<file path="config.mk">
export PLATFORM = sky130hd
export DESIGN_NAME = gray_to_binary_seq
export DESIGN_NICKNAME = d
export VERILOG_FILES = /design/src/rtl/gray_pkg.sv /design/src/rtl/gray_step_checker.sv /design/src/rtl/gray_to_binary_seq.sv
export SDC_FILE = /design/constraint.sdc
export NUM_CORES = 1
export LEC_CHECK = 0
export BUFFER_PORTS_ARGS = -buffer_cell sky130_fd_sc_hd__buf_2
export CAP_MARGIN = 20
export CORE_UTILIZATION = 55
export DETAILED_ROUTE_END_ITERATION = 7
export GPL_TIMING_DRIVEN = 0
export PLACE_DENSITY = 0.8
export SLEW_MARGIN = 20
export SYNTH_ARGS = -nofsm -noshare
export SYNTH_HDL_FRONTEND = slang
export SYNTH_SLANG_ARGS = --single-unit
</file>
<file path="constraint.sdc">
create_clock -name clk -period 4.35 [get_ports clk]
set_clock_uncertainty 0.2 [all_clocks]
set_input_delay 1.0875 -clock clk [delete_from_list [all_inputs] [get_ports clk]]
set_output_delay 1.0875 -clock clk [all_outputs]
set_load 0.02 [all_outputs]
</file>
<file path="src/rtl/gray_pkg.sv">
// Shared types and helpers for the serial Gray decoder.
// Holds the FSM state enum and the index-width function.
package gray_pkg;

  typedef enum logic [1:0] {
    IDLE = 2'b00,
    BUSY = 2'b01,
    DONE = 2'b10
  } state_t;

  function automatic int idx_w(input int n);
    return (n > 1) ? $clog2(n) : 1;
  endfunction

endpackage

</file>
<file path="src/rtl/gray_step_checker.sv">
// Flags accepted Gray words that differ from the previous one in
// two or more bits. Built only with GRAY_STEP_CHECK_EN defined.
module gray_step_checker
  import gray_pkg::*;
#(
  parameter int N = 4
) (
  input  logic         clk,
  input  logic         rst,
  input  logic         accept,
  input  logic [N-1:0] gray_in,
  output logic         err
);

  logic [N-1:0] prev_gray;
  logic [N-1:0] diff;
  logic [31:0]  ones;
  logic         seen;
  logic         far;

  // Hamming distance to the last accepted word
  always_comb begin
    diff = gray_in ^ prev_gray;
    ones = '0;
    for (int i = 0; i < N; i++) begin
      ones = ones + 32'(diff[i]);
    end
    far = (ones >= 32'd2);
  end

  // Remember each accepted word; the first one is never flagged
  always_ff @(posedge clk) begin
    if (rst) begin
      prev_gray <= '0;
      seen      <= 1'b0;
      err       <= 1'b0;
    end else if (accept) begin
      prev_gray <= gray_in;
      seen      <= 1'b1;
      err       <= seen && far;
    end
  end

endmodule

</file>
<file path="src/rtl/gray_to_binary_seq.sv">
// Serial Gray-to-binary decoder, one bit per clock, MSB first.
// Optional step checking is enabled by GRAY_STEP_CHECK_EN.
module gray_to_binary_seq
  import gray_pkg::*;
#(
  parameter int N = 4
) (
  input  logic         clk,
  input  logic         rst,
  input  logic         in_valid,
  output logic         in_ready,
  input  logic [N-1:0] gray_in,
  output logic         out_valid,
  input  logic         out_ready,
  output logic [N-1:0] bin_out,
  output logic         busy,
  output logic         step_err
);

  localparam int IW = idx_w(N);

  state_t       state;
  state_t       state_n;
  logic [N-1:0] g_q;
  logic [N-1:0] bin_q;
  logic [N-1:0] bin_r;
  logic [N-1:0] bin_n;
  logic [IW-1:0] idx;
  logic         prev;
  logic         bit_n;
  logic         accept;

  assign in_ready = !rst &&
    ((state == IDLE) ||
     ((state == DONE) && out_ready));
  assign accept    = in_valid && in_ready;
  assign out_valid = (state == DONE);
  assign busy      = (state == BUSY);
  assign bin_out   = bin_r;

  // Next state: decode N bits, then hold the result
  always_comb begin
    state_n = state;
    unique case (state)
      IDLE: if (accept) state_n = BUSY;
      BUSY: if (idx == '0) state_n = DONE;
      DONE: begin
        if (out_ready) begin
          state_n = accept ? BUSY : IDLE;
        end
      end
      default: state_n = IDLE;
    endcase
  end

  // State register
  always_ff @(posedge clk) begin
    if (rst) state <= IDLE;
    else     state <= state_n;
  end

  // Current decoded bit and the partial word it produces
  always_comb begin
    bit_n      = prev ^ g_q[idx];
    bin_n      = bin_q;
    bin_n[idx] = bit_n;
  end

  // Capture on accept, shift one bit per BUSY cycle
  always_ff @(posedge clk) begin
    if (rst) begin
      g_q   <= '0;
      bin_q <= '0;
      bin_r <= '0;
      idx   <= '0;
      prev  <= 1'b0;
    end else if (accept) begin
      g_q  <= gray_in;
      idx  <= IW'(N - 1);
      prev <= 1'b0;
    end else if (state == BUSY) begin
      bin_q <= bin_n;
      prev  <= bit_n;
      if (idx == '0) bin_r <= bin_n;
      else           idx   <= idx - 1'b1;
    end
  end

`ifdef GRAY_STEP_CHECK_EN
  logic err;

  gray_step_checker #(.N(N)) u_chk (
    .clk     (clk),
    .rst     (rst),
    .accept  (accept),
    .gray_in (gray_in),
    .err     (err)
  );

  assign step_err = err && out_valid;
`else
  assign step_err = 1'b0;
`endif

endmodule

</file>
* Yosys cells after proc, flatten, opt, wreduce, memory -nomap -nowiden
Index checks and enable logic that the tools add are counted.
** Word-level totals
- Bits in registers :: 17
- Bits of input ports :: 8
- Output and inout bits :: 8
- Word-level logic and storage cells :: 44
** Cells by class
- Add/subtract/negate cells :: 1
- Magnitude comparators :: 2
- Eq/ne operators :: 6
- Multiplexer cells :: 13
- Bitwise gates (word level) :: 2
- Reduce and logical (&&, ||, !) cells :: 14
** Operator list (number)
- $mux 2 :: 6
- $pmux 2 s3 :: 1
- $reduce_and 3->1 :: 2
- $bwmux 4 :: 1
- $logic_and 1x1->1 :: 4
- $logic_not 2->1 :: 2
- $ne 2x1->1 const B :: 2
- $ne 2x2->1 const B :: 2
- $reduce_and 2->1 :: 2
- $lt 2x3->1 const B :: 1
- $mux 1 :: 3
- $bmux 1 s2 :: 1
- $demux 1 s2 :: 1
- $eq 2x1->1 const B :: 1
- $eq 2x2->1 const B :: 1
- $ge 2x1->1 const B :: 1
- $reduce_bool 2->1 :: 1
- $reduce_or 2->1 :: 1
- $sub 2x1->2 const B :: 1
- $logic_not 1->1 :: 1
- $logic_or 1x1->1 :: 1
- $not 1->1 :: 1
- $xor 1x1->1 :: 1

* Depth between registers and ports, before layout
- Depth in word-level cells :: 8
- Depth in mapped cells :: 7
- Gate-level depth less buffers :: 5

* Worst setup path before layout
No wires, ideal clock.
- Path kind :: input-to-output
- From :: input port out_ready
- To :: output port in_ready
- Arrival :: 1.667 ns
- Data required time :: 3.062 ns
- Setup slack :: 1.396 ns
- Stages :: 2
- Path buffers :: 0
- Cell sequence :: nor2b_1 nor3_1
** Between the ends
- Word-level cells in the longest chain between the ends :: 3
** Ends and longest elaborated chain
- start, declared :: RTL line gray_to_binary_seq.sv:14 : input logic out_ready,
- $logic_and 1x1->1 :: RTL line gray_to_binary_seq.sv:35 : ((state == DONE) && out_ready));
- $logic_or 1x1->1 :: RTL line gray_to_binary_seq.sv:34 : ((state == IDLE) ||
- $logic_and 1x1->1 :: RTL line gray_to_binary_seq.sv:33 : assign in_ready = !rst &&
- end, declared :: RTL line gray_to_binary_seq.sv:11 : output logic in_ready,
Every way passes these cells.

* Worst setup path after layout
Same ends and word-level chain as after synthesis.

==> results <==
- In this run, the number of DRC markers left after iteration 0 of detailed routing was 8.
- From left edge to right edge, the die measures 39.6 µm.
- The flow ran to the end, and the final reports show no timing, DRC or antenna violations.
- In the final timing run, aggregate negative setup slack is 0 ps.
- The critical path capture point type is an output pin.
- The count of TritonRoute iterations in the first routing pass is 4.
- Of the total power, registers draw 0.476.
- For this run, asynchronously set or reset flops after synthesis account for 0.
- The signal on the critical path passes through buf_2 -> nor2b_1 -> nor3_1 -> buf_2.
- The number of placed instances, taps included, is 113.
- The share of synthesized area in the top cell type comes to 0.411.
- The number of standard cells in the final layout excluding fillers is 117.
- The critical path startpoint category is a primary input.
- The CTS tree is done.
- The net switching power is 109 µW.
- Of the total power, the clock network draws 0.269.
- Of all nets on the critical path, the largest fanout is 7.
- In this run, CTS created clock tree buffers numbering 3.
- The final count of negative-setup-slack endpoints is 0.
- The DRC violations left is 0.
- The final wirelength is 1.46 mm.
- Of the total power, the share spent switching nets is 0.303.
- The cell that appears most often on the critical path is sky130_fd_sc_hd__buf_2.
- Of the total power, combinational logic draws 0.255.
- Counting the fill cells in the layout gives 108.
- Setup repair after global routing left no endpoint under its margin.
- Once the clock tree was built, the resizer swapped 0 gates to a different size.
- The synthesized design contains 16 register bits.
- The internal power consumption is 250 µW.
- Input and output buffers added on the ports amount to 14.
- In this run the standard cell core region covers 1320 µm².
- On the worst path, the slowest cell contributes a delay of 330 ps.
- The count of yosys warnings during synthesis is 0.
- The maximum resistive drop on vdd is 217 µV.
- At the worst endpoint, the required time is 3060 ps.
- The synthesized design spends more area on one cell type than any other, namely sky130_fd_sc_hd__dfxtp_1.
- The number of slew-limit violations in the final report is 0.
- The post-CTS setup buffer count is 0.
- The post-synthesis cell count is 84.
- The mean area per synthesized cell is 9.28 µm².
- The cell area that synthesis handed to floorplanning was 779 µm².
- The maximum clock path buffer count is 2.
- In the finished design, the share of the clock period the worst path needs comes to 0.711.
- The initial antenna violation count is 0.
- The dominant synthesized flop cell is sky130_fd_sc_hd__dfxtp_1.
- In the final routed layout, each cell accounts on average for 12.5 µm.
- The cell family contributing the most delay on the critical path is simple AND/OR/NAND/NOR gates.
- The via count of the first global-routing pass was 548.
- Counting flops with a built-in enable in the synthesized netlist gives 0.
- The wire length of the first global-routing pass is 2.47 mm.
- The fraction of layout cells with a size suffix above 1 is 0.255.
- The cell sitting at the root of the clock tree is a sky130_fd_sc_hd__clkbuf_4.
- The via total after detailed routing is 629.
- For the worst setup path, the data arrival time is 1800 ps.
- The overall overflow remaining after global route is 0.
- CTS saw 16 sinks.
- The shortest period the worst path allows is 3090 ps.
- The category of the most critical setup path is primary input to output pin.
- The path class of the lowest-slack min-delay path is flip-flop to flip-flop.
- Entering global routing, the biggest net connects 11 pins.
- The die covers 1570 µm².
- Across every metal layer, demand over resource in global routing totals 0.239.
- Measured along the y axis, the die boundary spans 39.6 µm.
- The register clock-pin slew on the reported worst setup and hold paths is 90 ps.
- The half-perimeter wire length after placement is 1.12 mm.
- Compared with the post-synthesis result, the final layout area differs by 16.1%.
- By area the synthesized netlist is led by sky130_fd_sc_hd__dfxtp_1 41%, sky130_fd_sc_hd__a311oi_1 6.7%, sky130_fd_sc_hd__ha_1 6.4%, sky130_fd_sc_hd__inv_1 4.8%, sky130_fd_sc_hd__a21oi_1 4.5%.
- For this run, the register share of the synthesized area comes to 0.411.
- The number of buffers inserted for hold repair after clock tree synthesis is 0.
- For this run, the top clock speed supported by timing is 323 MHz.
- The net count of the finished layout is 115.
- The via-per-instance ratio is 5.38.
- The worst path buffer plus inverter count is 2.
- The boundary pin count is 16.
- The placer congestion estimate is 0.783.
- The clock insertion delay at the later pin of the skew report is 280 ps.
- In this run the number of H-tree levels came out at 1.
- The power density normalized to cell area is 396 nW/µm².
- The detail route stage leaves a number of antenna-violating nets equal to 0.
- The number of different library cells used by synthesis comes to 28.
- The site row count is 13.
- The static power due to leakage is 0.000415 µW.
- The initial cell density of the core is 0.592.
- The number of max-cap violations is 0.
- For this design, the slowest cell found on the critical path is sky130_fd_sc_hd__nor2b_1.
- When the netlist entered floorplanning its net count stood at 96.
- The number of failing hold endpoints at the final stage came to 0.
- The repair_antennas step left the layout with diodes totalling 0.
## final timing paths
| path | end | slack [ps] | startpoint | depth (start not counted) |
|---|---|---|---|---|
| max | in_ready | 1260 | out_ready | 4 |
| min reg2reg | bin_out[2] | 290 | bin_out[2] | 2 |
| max reg2reg | idx[1] | 2300 | idx[0] | 5 |
| min | bin_out[2] | 290 | bin_out[2] | 2 |
## kinds of logic (layout without fill, tap and decap cells)
logic type	after synthesis	in the layout	share of synthesized area
mux	3	3	0.0562
flops	16	16	0.411
simple gates	14	14	0.103
buf+inv	17	35	0.0899
fa+ha+maj	4	4	0.0642
compound gates	27	27	0.239
xor+xnor	2	2	0.0321
other cells	1	1	0.00481
## Yosys cell counts, types with 2 or more instances
| cell | instances |
|---|---|
| sky130_fd_sc_hd__o21ai_0 | 6 |
| sky130_fd_sc_hd__a311oi_1 | 6 |
| sky130_fd_sc_hd__a21oi_1 | 7 |
| sky130_fd_sc_hd__o311ai_0 | 4 |
| sky130_fd_sc_hd__clkbuf_1 | 4 |
| sky130_fd_sc_hd__nor2_1 | 5 |
| sky130_fd_sc_hd__a21o_1 | 2 |
| sky130_fd_sc_hd__ha_1 | 4 |
| sky130_fd_sc_hd__nor2b_1 | 3 |
| sky130_fd_sc_hd__inv_1 | 10 |
| sky130_fd_sc_hd__dfxtp_1 | 16 |
## cell usage in the layout (no fill, tap or decap), drive strengths merged, types with 2 or more instances in the layout
master,instances
a21o,2
a21oi,7
a311oi,6
buf,16
inv,10
clkbuf,9
xnor2,2
nor2b,3
o21ai,6
ha,4
o311ai,4
dfxtp,16
nor2,5
## per-layer routing
layer / track usage / part of all wire / vias up
li1: - / - / 334
met1: 0.285 / 0.49 / 280
met2: 0.402 / 0.46 / 13
met3: 0.0568 / 0.033 / 2
met4: 0.103 / 0.0096 / 0
met5: 0 / 0 / -
## worst reg2reg max path: stages, from the launching register on
cell and delay [ps]:
sky130_fd_sc_hd__dfxtp_1 460, sky130_fd_sc_hd__inv_1 100, sky130_fd_sc_hd__ha_1 220, sky130_fd_sc_hd__nor3b_1 430, sky130_fd_sc_hd__mux2_2 390, sky130_fd_sc_hd__o21ai_0 170
## state kept, by name, summed over array words and instances (netlist names)
name	count
state	2
prev	1
bin_q	3
idx	2
bin_out	4
g_q	4
## cell type report
class | count | area, µm² | share of cell area
inverters | 10 | 37.5 | 0.0415
multi-input cells | 51 | 389 | 0.430
plain buffers | 7 | 32.5 | 0.0360
repair buffers | 14 | 70.1 | 0.0775
clock buffers | 4 | 36.3 | 0.0401
well taps | 15 | 18.8 | 0.0207
flip-flops and latches | 16 | 320 | 0.354
## power groups by stage
stage,registers [µW],clock network (µW),logic (µW)
final,171,96.6,91.4
after global routing,173,108,102
after CTS,171,101,91.2
after detailed placement,174,0,90.8
after global placement,174,0,87.5
after floorplan,177,0,64.0
## per-stage QoR
stage | hold slack, ps | total power [µW] | setup slack, ps | utilization | instance area, µm²
3_5_place_dp | 279 | 265 | 1280 | 0.659 | 868
6_report | 289 | 359 | 1260 | 0.687 | 905
4_1_cts | 294 | 363 | 1270 | 0.687 | 905
3_3_place_gp | 275 | 261 | 1300 | 0.659 | 868
5_1_grt | 329 | 383 | 1180 | 0.687 | 905
2_1_floorplan | 285 | 241 | 1400 | - | 779
Note: power is estimated with default switching activity, not from simulation.
